### src/rtl/nibble_serial_sub_if.sv
// Handshake and operand bus for the nibble-serial subtractor.
// The master drives a request; the slave (the subtractor) answers with status and result.
interface nibble_serial_sub_if #(
   parameter int WIDTH = 16
);
   logic             start;
   logic [WIDTH-1:0] a;
   logic [WIDTH-1:0] b;
   logic             bin;
   logic             busy;
   logic             done;
   logic [WIDTH-1:0] diff;
   logic             bout;
   logic             zero;

   modport master (
      output start, a, b, bin,
      input  busy, done, diff, bout, zero
   );

   modport slave (
      input  start, a, b, bin,
      output busy, done, diff, bout, zero
   );
endinterface

### src/rtl/nibble_serial_sub.sv
// Nibble-serial subtractor: diff = a - b - bin, one 4-bit CLA step per clock, LSB nibble first.
// Results are held in output registers that only change on the completing edge.
module nibble_serial_sub #(
   parameter int WIDTH = 16
) (
   input logic                 clk,
   input logic                 reset,
   nibble_serial_sub_if.slave  bus
);
   localparam int N  = WIDTH / 4;
   localparam int CW = (N > 1) ? $clog2(N) : 1;

   typedef enum logic [1:0] {IDLE, RUN, DONE} state_t;

   state_t           stateQ, stateD;
   logic [WIDTH-1:0] aQ, aD;
   logic [WIDTH-1:0] bQ, bD;
   logic [WIDTH-1:0] partQ, partD;
   logic [WIDTH-1:0] diffQ, diffD;
   logic [CW-1:0]    cntQ, cntD;
   logic             carryQ, carryD;
   logic             boutQ, boutD;
   logic             zeroQ, zeroD;

   logic [3:0] x, y, p, g, sum;
   logic [4:0] c;
   logic       lastStep;

   // Subtraction as a + ~b + carry, carry seeded with ~bin on acceptance.
   always_comb begin
      x    = aQ[3:0];
      y    = ~bQ[3:0];
      p    = x ^ y;
      g    = x & y;
      c[0] = carryQ;
      c[1] = g[0] | (p[0] & c[0]);
      c[2] = g[1] | (p[1] & g[0]) | (p[1] & p[0] & c[0]);
      c[3] = g[2] | (p[2] & g[1]) | (p[2] & p[1] & g[0]) | (p[2] & p[1] & p[0] & c[0]);
      c[4] = g[3] | (p[3] & g[2]) | (p[3] & p[2] & g[1]) | (p[3] & p[2] & p[1] & g[0])
           | (p[3] & p[2] & p[1] & p[0] & c[0]);
      sum  = p ^ c[3:0];
   end

   assign lastStep = (cntQ == CW'(N - 1));

   always_ff @(posedge clk) begin
      if (reset) begin
         stateQ <= IDLE;
      end else begin
         stateQ <= stateD;
      end
   end

   always_comb begin
      stateD = stateQ;
      case (stateQ)
         IDLE:    if (bus.start) stateD = RUN;
         RUN:     if (lastStep)  stateD = DONE;
         DONE:    stateD = IDLE;
         default: stateD = IDLE;
      endcase
   end

   always_comb begin
      bus.busy = (stateQ == RUN);
      bus.done = (stateQ == DONE);
      bus.diff = diffQ;
      bus.bout = boutQ;
      bus.zero = zeroQ;
   end

   // Datapath next-state; the visible result is only loaded on the final step.
   always_comb begin
      aD     = aQ;
      bD     = bQ;
      partD  = partQ;
      diffD  = diffQ;
      cntD   = cntQ;
      carryD = carryQ;
      boutD  = boutQ;
      zeroD  = zeroQ;
      case (stateQ)
         IDLE: begin
            if (bus.start) begin
               aD     = bus.a;
               bD     = bus.b;
               carryD = ~bus.bin;
               cntD   = '0;
               partD  = '0;
            end
         end
         RUN: begin
            aD     = aQ >> 4;
            bD     = bQ >> 4;
            carryD = c[4];
            cntD   = cntQ + 1'b1;
            for (int k = 0; k < N; k++) begin
               if (cntQ == CW'(k)) partD[4*k +: 4] = sum;
            end
            if (lastStep) begin
               diffD = partD;
               boutD = ~c[4];
               zeroD = (partD == '0);
            end
         end
         default: ;
      endcase
   end

   always_ff @(posedge clk) begin
      if (reset) begin
         aQ     <= '0;
         bQ     <= '0;
         partQ  <= '0;
         diffQ  <= '0;
         cntQ   <= '0;
         carryQ <= 1'b0;
         boutQ  <= 1'b0;
         zeroQ  <= 1'b1;
      end else begin
         aQ     <= aD;
         bQ     <= bD;
         partQ  <= partD;
         diffQ  <= diffD;
         cntQ   <= cntD;
         carryQ <= carryD;
         boutQ  <= boutD;
         zeroQ  <= zeroD;
      end
   end
endmodule
### src/flat_wrapper.sv
// flat-port wrapper written by rule: the top's interface ports become plain ports
module nibble_serial_sub_flat 
#(
   parameter int WIDTH = 16
)
  (clk, reset, bus_start, bus_a, bus_b, bus_bin, bus_busy, bus_done, bus_diff, bus_bout, bus_zero);
  nibble_serial_sub_if #(.WIDTH(WIDTH)) bus_i ();
  input logic clk;
  input logic reset;
  input wire logic [$bits(bus_i.start)-1:0] bus_start;
  input wire logic [$bits(bus_i.a)-1:0] bus_a;
  input wire logic [$bits(bus_i.b)-1:0] bus_b;
  input wire logic [$bits(bus_i.bin)-1:0] bus_bin;
  output wire logic [$bits(bus_i.busy)-1:0] bus_busy;
  output wire logic [$bits(bus_i.done)-1:0] bus_done;
  output wire logic [$bits(bus_i.diff)-1:0] bus_diff;
  output wire logic [$bits(bus_i.bout)-1:0] bus_bout;
  output wire logic [$bits(bus_i.zero)-1:0] bus_zero;
  assign bus_i.start = bus_start;
  assign bus_i.a = bus_a;
  assign bus_i.b = bus_b;
  assign bus_i.bin = bus_bin;
  assign bus_busy = bus_i.busy;
  assign bus_done = bus_i.done;
  assign bus_diff = bus_i.diff;
  assign bus_bout = bus_i.bout;
  assign bus_zero = bus_i.zero;
  nibble_serial_sub #(.WIDTH(WIDTH)) u_core (.clk(clk), .reset(reset), .bus(bus_i));
endmodule
### config.mk
export PLATFORM = sky130hd
export DESIGN_NAME = nibble_serial_sub_flat
export DESIGN_NICKNAME = d
export VERILOG_FILES = /design/src/rtl/nibble_serial_sub_if.sv /design/src/rtl/nibble_serial_sub.sv /design/src/flat_wrapper.sv
export SDC_FILE = /design/constraint.sdc
export NUM_CORES = 1
export LEC_CHECK = 0
export BUFFER_PORTS_ARGS = -buffer_cell sky130_fd_sc_hd__buf_2
export CELL_PAD_IN_SITES_DETAIL_PLACEMENT = 0
export CELL_PAD_IN_SITES_GLOBAL_PLACEMENT = 1
export CORE_AREA = 2 2 98 100
export CTS_CLUSTER_DIAMETER = 80
export DETAILED_ROUTE_END_ITERATION = 10
export DIE_AREA = 0 0 100 102
export GPL_ROUTABILITY_DRIVEN = 0
export HOLD_SLACK_MARGIN = 0.15
export PLACE_DENSITY_LB_ADDON = 0.1
export SYNTH_ARGS = -nofsm -noshare
export SYNTH_HDL_FRONTEND = slang
export SYNTH_SLANG_ARGS = --single-unit
### constraint.sdc
create_clock -name clk -period 5.4 [get_ports clk]
set_clock_uncertainty 0.2 [all_clocks]
set_input_delay 1.35 -clock clk [delete_from_list [all_inputs] [get_ports clk]]
set_output_delay 1.35 -clock clk [all_outputs]
set_load 0.005 [all_outputs]
# Yosys cells after proc, flatten, opt, wreduce, memory -nomap -nowiden
# Index checks and enable logic that the tools add are counted.
# word_totals
regBits	71
out_inout_bits	20
# op_classes
mux	21
reduce_logical	7
eq_ne	7
bitwise_logic	32
add_sub_neg	1
# ops
op	count
$pmux 16 s2	3
$mux 16	3
$mux 4	8
$and 1x1->1	16
$logic_not 16->1	1
$or 1x1->1	10
$pmux 2 s2	2
$xor 4x4->4	2
$eq 2x2->1 const B	3
$mux 2	3
$reduce_and 2->1	3
$and 4x4->4	1
$eq 2x1->1 const B	2
$logic_not 2->1	2
$not 4->4	1
$add 2x1->2 const B	1
$ne 2x1->1 const B	1
$ne 2x2->1 const B	1
$not 1->1	2
$pmux 1 s2	1
$reduce_bool 2->1	1
$mux 1	1

# Depth between registers and ports, before layout
# Gate-level depths: netlist of the first run.
# logic_depth
word_depth	10
depth_mapped	8
depth_no_buf	7

# Worst setup path after synthesis of the first run
# No wires, ideal clock.
# synth_path
kind	reg-to-output
from	register u_core.stateQ[1]
to	output port bus_done
path_buffers	2
required_time_ps	3850
path_slack_ps	2743
t_arrival_ps	1107
path_stages_with_launch	4
cell_sequence	dfxtp_1 clkbuf_1 buf_1 nor2b_1
# synth_between
elab_chain_cells	1
# synth_rtl
element	line_no	rtl
from (decl)	nibble_serial_sub.sv:15	state_t stateQ, stateD;
from (signal assigned)	nibble_serial_sub.sv:50	stateQ <= stateD;
$eq 2x2->1	nibble_serial_sub.sv:66	bus.done = (stateQ == DONE);
to (decl)	flat_wrapper.sv:15	output wire logic [$bits(bus_i.done)-1:0] bus_done;
# No other way between the ends.

# Final worst setup path of the first run
# layout_path
from	register u_core.stateQ[1]
to	output port bus_busy
# layout_between
elab_chain_cells	1
# layout_rtl
element	line_no	rtl
$eq 2x1->1	nibble_serial_sub.sv:65	bus.busy = (stateQ == RUN);
to (decl)	flat_wrapper.sv:14	output wire logic [$bits(bus_i.busy)-1:0] bus_busy;
# No other way between the ends.

==> results of run 1 <==
-- worst register-to-register path, cell delays in order (launching register included) --
cell and delay (ps):
sky130_fd_sc_hd__dfxtp_1 730, sky130_fd_sc_hd__nand2b_1 180, sky130_fd_sc_hd__inv_1 100, sky130_fd_sc_hd__buf_4 330, sky130_fd_sc_hd__and2_1 700, sky130_fd_sc_hd__nand3_1 140, sky130_fd_sc_hd__nor4_1 240, sky130_fd_sc_hd__a221o_1 180
-- how the worst max path moves through the flow --
stage / to / slack, ps
2_1_floorplan: bus_done / 2740
3_3_place_gp: u_core.partQ[3]$_SDFFE_PP0P_ / 2270
3_5_place_dp: u_core.partQ[11]$_SDFFE_PP0P_ / 2240
4_1_cts: bus_busy / 2180
5_1_grt: bus_busy / 2100
6_report: bus_busy / 2240
-- stage by stage --
stage / util / hold WS [ps] / std cells / total power, mW / worst slack [ps]
global placement: 0.379 / 240 / 534 / 0.746 / 2270
CTS: 0.404 / 255 / 550 / 1.23 / 2180
global route: 0.404 / 289 / 550 / 1.28 / 2100
finish: 0.404 / 253 / 550 / 1.22 / 2240
floorplan: - / 248 / 395 / 0.688 / 2740
detailed placement: 0.379 / 244 / 534 / 0.746 / 2240
-- final cells by class --
| type | instances | area [um2] |
|---|---|---|
| fillers | 978 | 5430 |
| clock inverters | 6 | 88.8 |
| inverters | 16 | 60.1 |
| repair buffers | 59 | 305 |
| flip-flops and latches | 67 | 1340 |
| well taps | 111 | 139 |
| clock buffers | 10 | 138 |
| multi-input cells | 281 | 1610 |
-- layout by cell type (no fill, tap or decap), types with 8 or more instances in the layout --
master                     count
sky130_fd_sc_hd__a211oi_1     10
sky130_fd_sc_hd__a21oi_1      39
sky130_fd_sc_hd__a22oi_1       8
sky130_fd_sc_hd__a311oi_1     20
sky130_fd_sc_hd__buf_2        55
sky130_fd_sc_hd__clkbuf_8     10
sky130_fd_sc_hd__dfxtp_1      67
sky130_fd_sc_hd__ha_1          8
sky130_fd_sc_hd__inv_1        16
sky130_fd_sc_hd__nand2_1      56
sky130_fd_sc_hd__nor2_1       79
sky130_fd_sc_hd__nor2b_1      11
-- flip-flops by register name (all words and copies together) (netlist names) --
signal           flops
u_core.bus.diff     16
u_core.bus.zero      1
u_core.carryQ        1
u_core.bQ           16
u_core.cntQ          2
u_core.partQ        12
u_core.bus.bout      1
u_core.stateQ        2
u_core.aQ           16
-- cell families after synthesis --
kind of cell	Yosys count
buffers and inverters	47
multiplexers	5
adder cells (fa/ha/maj)	9
XOR/XNOR	3
AND/OR/NAND/NOR	160
AO/OA/AOI/OAI	104
flip-flops	67
-- power breakdown --
| part | total [mW] | internal, mW | switching (mW) |
|---|---|---|---|
| combinational | 0.194 | 0.0742 | 0.120 |
| sequential | 0.541 | 0.519 | 0.0216 |
| clock | 0.480 | 0.272 | 0.208 |
| total | 1.22 | 0.866 | 0.349 |
-- layer usage --
layer / wire [um] / up-vias
met4: 116 / 0
met3: 297 / 10
met5: 0 / -
met1: 4620 / 1251
met2: 3420 / 51
li1: - / 1442
==> out/metrics.sh, run 1 <==
RUN_STATUS='finished clean'
SYN_AREA_PER_CELL_UM2=7.94
GRT.OVERFLOW.TOTAL=0
DIE_AREA_UM2=10200
SYNTH_TOP_AREA_SHARE=0.428
CRITICAL_PATH.ENDPOINT_TYPE='output pin'
CLOCK_TREE_FROM_TRITONCTS='done'
WORSTHOLDSTART='u_core.bus.diff[8]$_SDFFE_PP0P_'
R2R_SLACK_PS=2550
TYPE_OF_THE_WORST_SETUP_PATH='register to output pin'
LAYOUT_WORST_PATH_CYCLE_SHARE=0.585
GROUTE.LAYER.MET1.USAGE=0.273
POSTCTSHOLDBUFS=0
GRT.TOTAL_USAGE=0.170
GLOBAL_ROUTE.USAGE.MET3=0.0239
TIMING.FMAX_MHz=317
WORST_SETUP_PATH_STARTPOINT='u_core.stateQ[1]$_SDFFE_PP0P_'
STD_CELL_ROWS=35
POST_SYNTH_NUM_CELL_TYPES=41
NUMBER_OF_ANTENNA_VIOLATIONS_AT_THE_FIRST_CHECK_IN_GLOBAL_ROUTING=0
CAP_VIOL_MAX_COUNT=0
DETAIL_ROUTE.FIRST_PASS.ITERATIONS=4
CLOCK_SINKS=67
FINAL-HOLD-VIOLATION-COUNT=0
START_UTIL=0.344
WORSTSKEWPAIRLATENCY_PS=350
DESIGN.PORTCOUNT=56
GRT_PASS1_WL_UM=13500
YOSYS.AREA_SHARE.SIMPLE=0.211
SETUP.WORST_PATH.START_CLASS='register'
TIMING.FINAL.MAX_SLEW_VIOLATIONS=0
CTS_MADE_BUFFERS=9
DPL-INSTANCE-AREA_UM2=3450
TRANSITION_TIME_OF_THE_TIGHTEST_SLEW_CHECK_PIN_PS=796
AVGVIACOUNTPERCELL=5.01
SYN_NETS=440
CTS.REPORTEDPATHS.CLKPINSLEW_PS=80
DIE_H_UM=102
GRT.MET2_USAGE=0.222
ASYNC_FLOP_SHARE=0
WORST_HOLD_PATH_TYPE='register to register'
WORST-ENDPOINT-ARRIVAL_PS=1610
NUMBER_OF_DRC_MARKERS_AFTER_THE_INITIAL_DETAILED_ROUTE_ITERATION=111
SYNTH-EDFF-COUNT=0
MUXSHAREOFSYNTHAREA=0.0160
SYNTH-MAIN-FF-CELL='sky130_fd_sc_hd__dfxtp_1'
FF_LATCH_COUNT_SYNTH=67
GRT_MAX_DEGREE=43
SETUP_TOTAL_NEGATIVE_SLACK_PS=0
POST_SYNTH_INST_COUNT=395
CP_SLOWEST_CELL='sky130_fd_sc_hd__dfxtp_1'
RELSLEWSLACK=0.469
HOLD_PATH_END='u_core.bus.diff[8]$_SDFFE_PP0P_'
NUM_VIAS=2754
FP.DIEW_UM=100
CRITPATHBUFINV=2
ANTENNA_CELLS_INSERTED=0
WORST-ENDPOINT-REQUIRED_PS=3850
PORT-BUFFER-COUNT=55
R2R_CELLS=7
WORSTREG2REGSTART='u_core.stateQ[0]$_SDFFE_PP0P_'
FINAL_NETS=479
POST_SYNTH_MOST_FREQUENT_CELLS='79 x sky130_fd_sc_hd__nor2_1, 67 x sky130_fd_sc_hd__dfxtp_1, 56 x sky130_fd_sc_hd__nand2_1, 39 x sky130_fd_sc_hd__a21oi_1, 20 x sky130_fd_sc_hd__a311oi_1'
DRIVE_ABOVE_1_SHARE=0.205
SETUP_VIOL_COUNT_FINAL=0
CTS.PATH.MAX_BUFFERS=2
ANT_NETS=0
CLOCKROOTBUFFER='sky130_fd_sc_hd__clkbuf_8'
SYNTH.YOSYS.SEQ_AREA_SHARE=0.428
COMBINATIONAL_FAMILY_WITH_THE_MOST_AREA_AFTER_SYNTHESIS='compound AO/OA/AOI/OAI gates'
TIMING.FINAL.CRIT_PERIOD_PS=3160
GRT.BUSIEST_LAYER='met1'
ROUTED_WIRE_LENGTH_PER_INSTANCE_UM=15.4
CRITICAL-PATH-MAX-STAGE-DELAY_PS=840
POWER.DENSITY_nW_PER_UM2=330
HOLD_DEPTH=2
CORE_AREA_UM2=9110
BUFFER_COUNT_FROM_POST_CTS_SETUP_FIXING=0
R2R_END='u_core.bus.zero$_SDFFE_PP1P_'
CP_NUM_CELLS=3
COMPOUND_CELL_AREA_SHARE_OF_THE_YOSYS_NETLIST=0.237
RSZ0062_AT_GRT='no'
PATH_DELAY_FAMILY='flip-flops'
CELL_TAKING_THE_MOST_AREA_AFTER_SYNTHESIS='sky130_fd_sc_hd__dfxtp_1'
SYNTHTOPCELLSBYAREA='sky130_fd_sc_hd__dfxtp_1 43%, sky130_fd_sc_hd__nor2_1 9.5%, sky130_fd_sc_hd__nand2_1 6.7%, sky130_fd_sc_hd__a21oi_1 6.2%, sky130_fd_sc_hd__a311oi_1 5.6%'
YOSYSWARNINGCOUNT=0
CELL_WITH_THE_MOST_INSTANCES_AFTER_SYNTHESIS='sky130_fd_sc_hd__nor2_1'
SYNTH_ADDER_AREA_SHARE=0.0383
TOTAL_LEAKAGE_POWER_nW=1.51
CTS.REPAIR.RESIZED=0
CTSHTREEMAXLEVEL=3
LAYOUT-AREA-OVERHEAD-VS-SYNTH_PCT=17.3
DRT_DRC_VIOLATIONS_LEFT=0
FIRST_GLOBAL_VIAS=2502
PEAKVDDDROP_V=0.000142
FINISH.INSTANCE_AREA_UM2=3680
SYNTHESIZED_AREA_FRACTION_OCCUPIED_BY_XOR_AND_XNOR_CELLS=0.0108
WIRELENGTH_UM=8450
CRITPATHMAXFANOUT=23
CP_CELL_SEQUENCE='nand2b_1, inv_1, buf_2'
POST-DP-HPWL_UM=5470
SYNTH.CELL_AREA_UM2=3140
Power figures use the tool's default switching activity.
==> run 2: changes to the inputs <==
- ABC_AREA: default -> 1
- CORE_AREA: 2 2 98 100 -> 2 2 99 101
- DIE_AREA: 0 0 100 102 -> 0 0 101 103
- clock period: 5.4 -> 2.85 ns (I/O delays scaled with it)
==> run 2 against run 1 <==
Effect of this change:
- critical path depth unchanged
- cell area up 2.9%
- global-route usage up 0.75 points
- sequential power up 98%
- flip-flop and latch count up 4
- non-clock buffer count up 4
- final cell count up 12%
- utilization down 0.37 points
- first-iteration DRC count down 48%
- hold slack better by 9.2 ps
- via count up 6.7%
- clock-buffer cell count down 1
- largest cell class unchanged
==> out/metrics.sh, run 2 <==
RUN_STATUS='finished clean'  # unchanged
MAXUSEDROUTINGLAYER='met4'  # unchanged
CTS.REPORTEDPATHS.CLKPINSLEW_PS=80  # about the same
CRITICAL-PATH-MAX-STAGE-DELAY_PS=450  # was 840 ps
CAP_VIOL_MAX_COUNT=0  # unchanged
LAYOUT_WORST_PATH_CYCLE_SHARE=0.828
CTS.PATH.MAX_BUFFERS=2  # unchanged
TOTAL_LEAKAGE_POWER_nW=1.68  # was 1.51 nW
POSTCTSHOLDBUFS=0  # unchanged
WORSTREG2REGSTART='u_core.carryQ$_SDFFE_PP0P_'  # was u_core.stateQ[0]$_SDFFE_PP0P_
RSZ0062_AT_GRT='no'  # unchanged
ROUTED_WIRE_LENGTH_PER_INSTANCE_UM=13.7  # was 15.4 um
NUM_VIAS=2939  # was 2754
CLOCK_TREE_FROM_TRITONCTS='done'  # unchanged
WIRELENGTH_MET1_UM=4060  # was 4620 um
SYNTH.CELL_AREA_UM2=3200  # was 3140 um2
POST-DP-HPWL_UM=5870  # was 5470 um
GRT.TOTAL_USAGE=0.178  # was 0.170
NUMBER_OF_ANTENNA_VIOLATIONS_AT_THE_FIRST_CHECK_IN_GLOBAL_ROUTING=0  # unchanged
POST_SYNTH_MOST_FREQUENT_CELLS='137 x sky130_fd_sc_hd__nand2_1, 71 x sky130_fd_sc_hd__dfxtp_1, 58 x sky130_fd_sc_hd__a21oi_1, 28 x sky130_fd_sc_hd__inv_1, 27 x sky130_fd_sc_hd__nand3_1'  # was 79 x sky130_fd_sc_hd__nor2_1, 67 x sky130_fd_sc_hd__dfxtp_1, 56 x sky130_fd_sc_hd__nand2_1, 39 x sky130_fd_sc_hd__a21oi_1, 20 x sky130_fd_sc_hd__a311oi_1
PATH_DELAY_FAMILY='buffers and inverters'  # was flip-flops
FF_LATCH_COUNT_SYNTH=71  # was 67
GRT_MAX_DEGREE=48  # was 43
LAYOUT-AREA-OVERHEAD-VS-SYNTH_PCT=18.2  # was 17.3%
DRIVE_ABOVE_1_SHARE=0.198  # was 0.205
CORE_AREA_UM2=9460  # was 9110 um2
WORST-ENDPOINT-REQUIRED_PS=1940  # was 3850 ps
CRITPATHMAXFANOUT=18  # was 23
CELL_WITH_THE_MOST_INSTANCES_AFTER_SYNTHESIS='sky130_fd_sc_hd__nand2_1'  # was sky130_fd_sc_hd__nor2_1
SETUP_VIOL_COUNT_FINAL=0  # unchanged
MOSTFREQUENTLAYOUTCELL='sky130_fd_sc_hd__nand2_1'  # was sky130_fd_sc_hd__nor2_1
CELL_TAKING_THE_MOST_AREA_AFTER_SYNTHESIS='sky130_fd_sc_hd__dfxtp_1'  # unchanged
POST_SYNTH_INST_COUNT=444  # was 395
CRITICAL_PATH.ENDPOINT_TYPE='output pin'  # unchanged
TRANSITION_TIME_OF_THE_TIGHTEST_SLEW_CHECK_PIN_PS=545  # was 796 ps
WIRELENGTH_UM=8430  # was 8450 um
FINALWORSTSETUPSLACK_PS=490  # was 2240 ps
HOLD_DEPTH=2  # unchanged
DETAIL_ROUTE.FIRST_PASS.ITERATIONS=4  # unchanged
FINISH.INSTANCE_AREA_UM2=3780  # was 3680 um2
ANT_NETS=0  # unchanged
R2R_END='u_core.bus.zero$_SDFFE_PP1P_'  # unchanged
CTS_MADE_BUFFERS=9  # unchanged
CP_SLOWEST_CELL='sky130_fd_sc_hd__dfxtp_1'  # unchanged
CRITPATHBUFINV=2  # unchanged
MET2_LENGTH_UM=3950  # was 3420 um
POST_SYNTH_NUM_CELL_TYPES=30  # was 41
CTSHTREEMAXLEVEL=3  # unchanged
TIMING.FINAL.CRIT_PERIOD_PS=2360
WORSTHOLDSTART='u_core.bus.diff[0]$_SDFFE_PP0P_'  # was u_core.bus.diff[8]$_SDFFE_PP0P_
ANTENNA_CELLS_INSERTED=0  # unchanged
DIE_AREA_UM2=10400  # was 10200 um2
DPL-INSTANCE-AREA_UM2=3590  # was 3450 um2
DIE_H_UM=103  # was 102 um
SYN_NETS=489  # was 440
GRT_PASS1_WL_UM=14400  # was 13500 um
START_UTIL=0.339  # was 0.344
YOSYSWARNINGCOUNT=0  # unchanged
TIMING.FMAX_MHz=424
RELSLEWSLACK=0.637  # was 0.469
MOST-COMMON-LAYOUT-CELLS='137 x sky130_fd_sc_hd__nand2_1, 71 x sky130_fd_sc_hd__dfxtp_1, 58 x sky130_fd_sc_hd__a21oi_1'  # was 79 x sky130_fd_sc_hd__nor2_1, 67 x sky130_fd_sc_hd__dfxtp_1, 56 x sky130_fd_sc_hd__nand2_1
MET3_WIRELENGTH_UM=293  # was 297 um
CLOCKROOTBUFFER='sky130_fd_sc_hd__clkbuf_8'  # unchanged
SYNTH.YOSYS.SEQ_AREA_SHARE=0.444  # was 0.428
STD_CELL_ROWS=36  # was 35
R2R_CELLS=11  # was 7
DETAILEDPLACE.WORSTSLACK_PS=718  # was 2240 ps
GRT.OVERFLOW.TOTAL=0  # unchanged
R2R_SLACK_PS=750  # was 2550 ps
PEAKVDDDROP_V=0.000355  # was 0.000142 V
TIMING.FINAL.MAX_SLEW_VIOLATIONS=0  # unchanged
SYNTHTOPCELLSBYAREA='sky130_fd_sc_hd__dfxtp_1 44%, sky130_fd_sc_hd__nand2_1 16%, sky130_fd_sc_hd__a21oi_1 9.1%, sky130_fd_sc_hd__nand3_1 4.2%, sky130_fd_sc_hd__inv_1 3.3%'  # was sky130_fd_sc_hd__dfxtp_1 43%, sky130_fd_sc_hd__nor2_1 9.5%, sky130_fd_sc_hd__nand2_1 6.7%, sky130_fd_sc_hd__a21oi_1 6.2%, sky130_fd_sc_hd__a311oi_1 5.6%
CLOCK_SINKS=71  # was 67
ASYNC_FLOP_SHARE=0  # unchanged
DRT_DRC_VIOLATIONS_LEFT=0  # unchanged
NUMBER_OF_DRC_MARKERS_AFTER_THE_INITIAL_DETAILED_ROUTE_ITERATION=58  # was 111
SYN_AREA_PER_CELL_UM2=7.21  # was 7.94 um2
FINAL-HOLD-VIOLATION-COUNT=0  # unchanged
DESIGN.PORTCOUNT=56  # unchanged
TYPE_OF_THE_WORST_SETUP_PATH='register to output pin'  # unchanged
BUFFER_COUNT_FROM_POST_CTS_SETUP_FIXING=0  # unchanged
AVGVIACOUNTPERCELL=4.79  # was 5.01
SYNTH_TOP_AREA_SHARE=0.444  # was 0.428
HOLD_PATH_END='u_core.bus.diff[0]$_SDFFE_PP0P_'  # was u_core.bus.diff[8]$_SDFFE_PP0P_
CTS.REPAIR.RESIZED=0  # unchanged
SETUP.WORST_PATH.START_CLASS='register'  # unchanged
CP_CELL_SEQUENCE='nand2_2, inv_2, buf_2'  # was nand2b_1, inv_1, buf_2
POWER.DENSITY_nW_PER_UM2=602  # was 330 nW/um2
SYNTH-MAIN-FF-CELL='sky130_fd_sc_hd__dfxtp_1'  # unchanged
FINAL_NETS=540  # was 479
PORT-BUFFER-COUNT=55  # unchanged
WORST_HOLD_PATH_TYPE='register to register'  # unchanged
WORST-ENDPOINT-ARRIVAL_PS=1450  # was 1610 ps
FIRST_GLOBAL_VIAS=2966  # was 2502
FP.DIEW_UM=101  # was 100 um
SETUP_TOTAL_NEGATIVE_SLACK_PS=0  # unchanged
WORSTSKEWPAIRLATENCY_PS=350  # about the same
SYNTH-EDFF-COUNT=0  # unchanged
[run 2: cell types whose count changed in the layout (fill, tap and decap cells not counted), sizes merged, moves of 11 or more]
cell    before  now
nand2       56  138
a211oi      11    0
a21oi       40   59
nor2        80   20
inv         16   34
nand3        1   27
nor2b       11    0
o21ai        6   37
a311oi      20    0
or2          1   12
[run 2: logic make-up after synthesis]
group / after synthesis / share of synthesized area
AOI/OAI and AO/OA: 104 / 0.171
adders and majority gates: 9 / 0.0375
buffers and inverters: 56 / 0.0715
DFF: 71 / 0.444
muxes: 5 / 0.0156
and+or+nand+nor: 199 / 0.261
[run 2: metrics by stage]
stage	hold slack, ps	instances	util	total power, mW
after floorplan	235	444	-	1.37
after global placement	246	598	0.379	1.49
after detailed placement	247	598	0.379	1.49
after CTS	258	614	0.400	2.30
after global routing	274	614	0.400	2.40
final	262	614	0.400	2.28
[run 2: worst max path at each step]
stage                                   from                   endpoint  slack [ps]  depth (start not counted)
2_1_floorplan  u_core.stateQ[0]$_SDFFE_PP0P_                   bus_busy        1030                          4
3_3_place_gp                       bus_start  u_core.bQ[0]$_SDFFE_PP0P_         750                          8
3_5_place_dp                       bus_start  u_core.bQ[4]$_SDFFE_PP0P_         720                          7
4_1_cts        u_core.stateQ[0]$_SDFFE_PP0P_                   bus_busy         450                          3
5_1_grt        u_core.stateQ[0]$_SDFFE_PP0P_                   bus_busy         380                          3
6_report       u_core.stateQ[0]$_SDFFE_PP0P_                   bus_busy         490                          3
[run 2: metal layers]
metal / GRT usage / vias up
li1: - / 1548
met1: 0.214 / 1319
met2: 0.318 / 59
met3: 0.0373 / 13
met4: 0.0551 / 0
met5: 0 / -
[run 2: report_power, final]
group          switching [mW]  leakage, nW  internal (mW)  total [mW]
clock network           0.410       0.0956          0.405       0.816
logic                   0.251         1.00          0.139       0.390
registers              0.0297        0.579           1.04        1.07
total                   0.691         1.68           1.59        2.28
[run 2: final cells by class]
cell class / count / area [um2]
multi-input combinational: 317 / 1550
inverter: 33 / 124
fill: 1050 / 5670
clock inverter: 7 / 72.6
timing repair buffer: 63 / 348
tap: 114 / 143
clock buffer: 9 / 124
sequential: 71 / 1420
[run 2: worst reg2reg max path: stages (launching register included)]
cell,delay [ps]
sky130_fd_sc_hd__dfxtp_1,370
sky130_fd_sc_hd__inv_1,80
sky130_fd_sc_hd__fa_1,460
sky130_fd_sc_hd__nand2_1,180
sky130_fd_sc_hd__nand3_1,130
sky130_fd_sc_hd__nand2_1,110
sky130_fd_sc_hd__nand2_1,50
sky130_fd_sc_hd__nor2_1,160
sky130_fd_sc_hd__nand3_1,100
sky130_fd_sc_hd__nor2_1,90
sky130_fd_sc_hd__nand3_1,80
sky130_fd_sc_hd__nand2_1,50
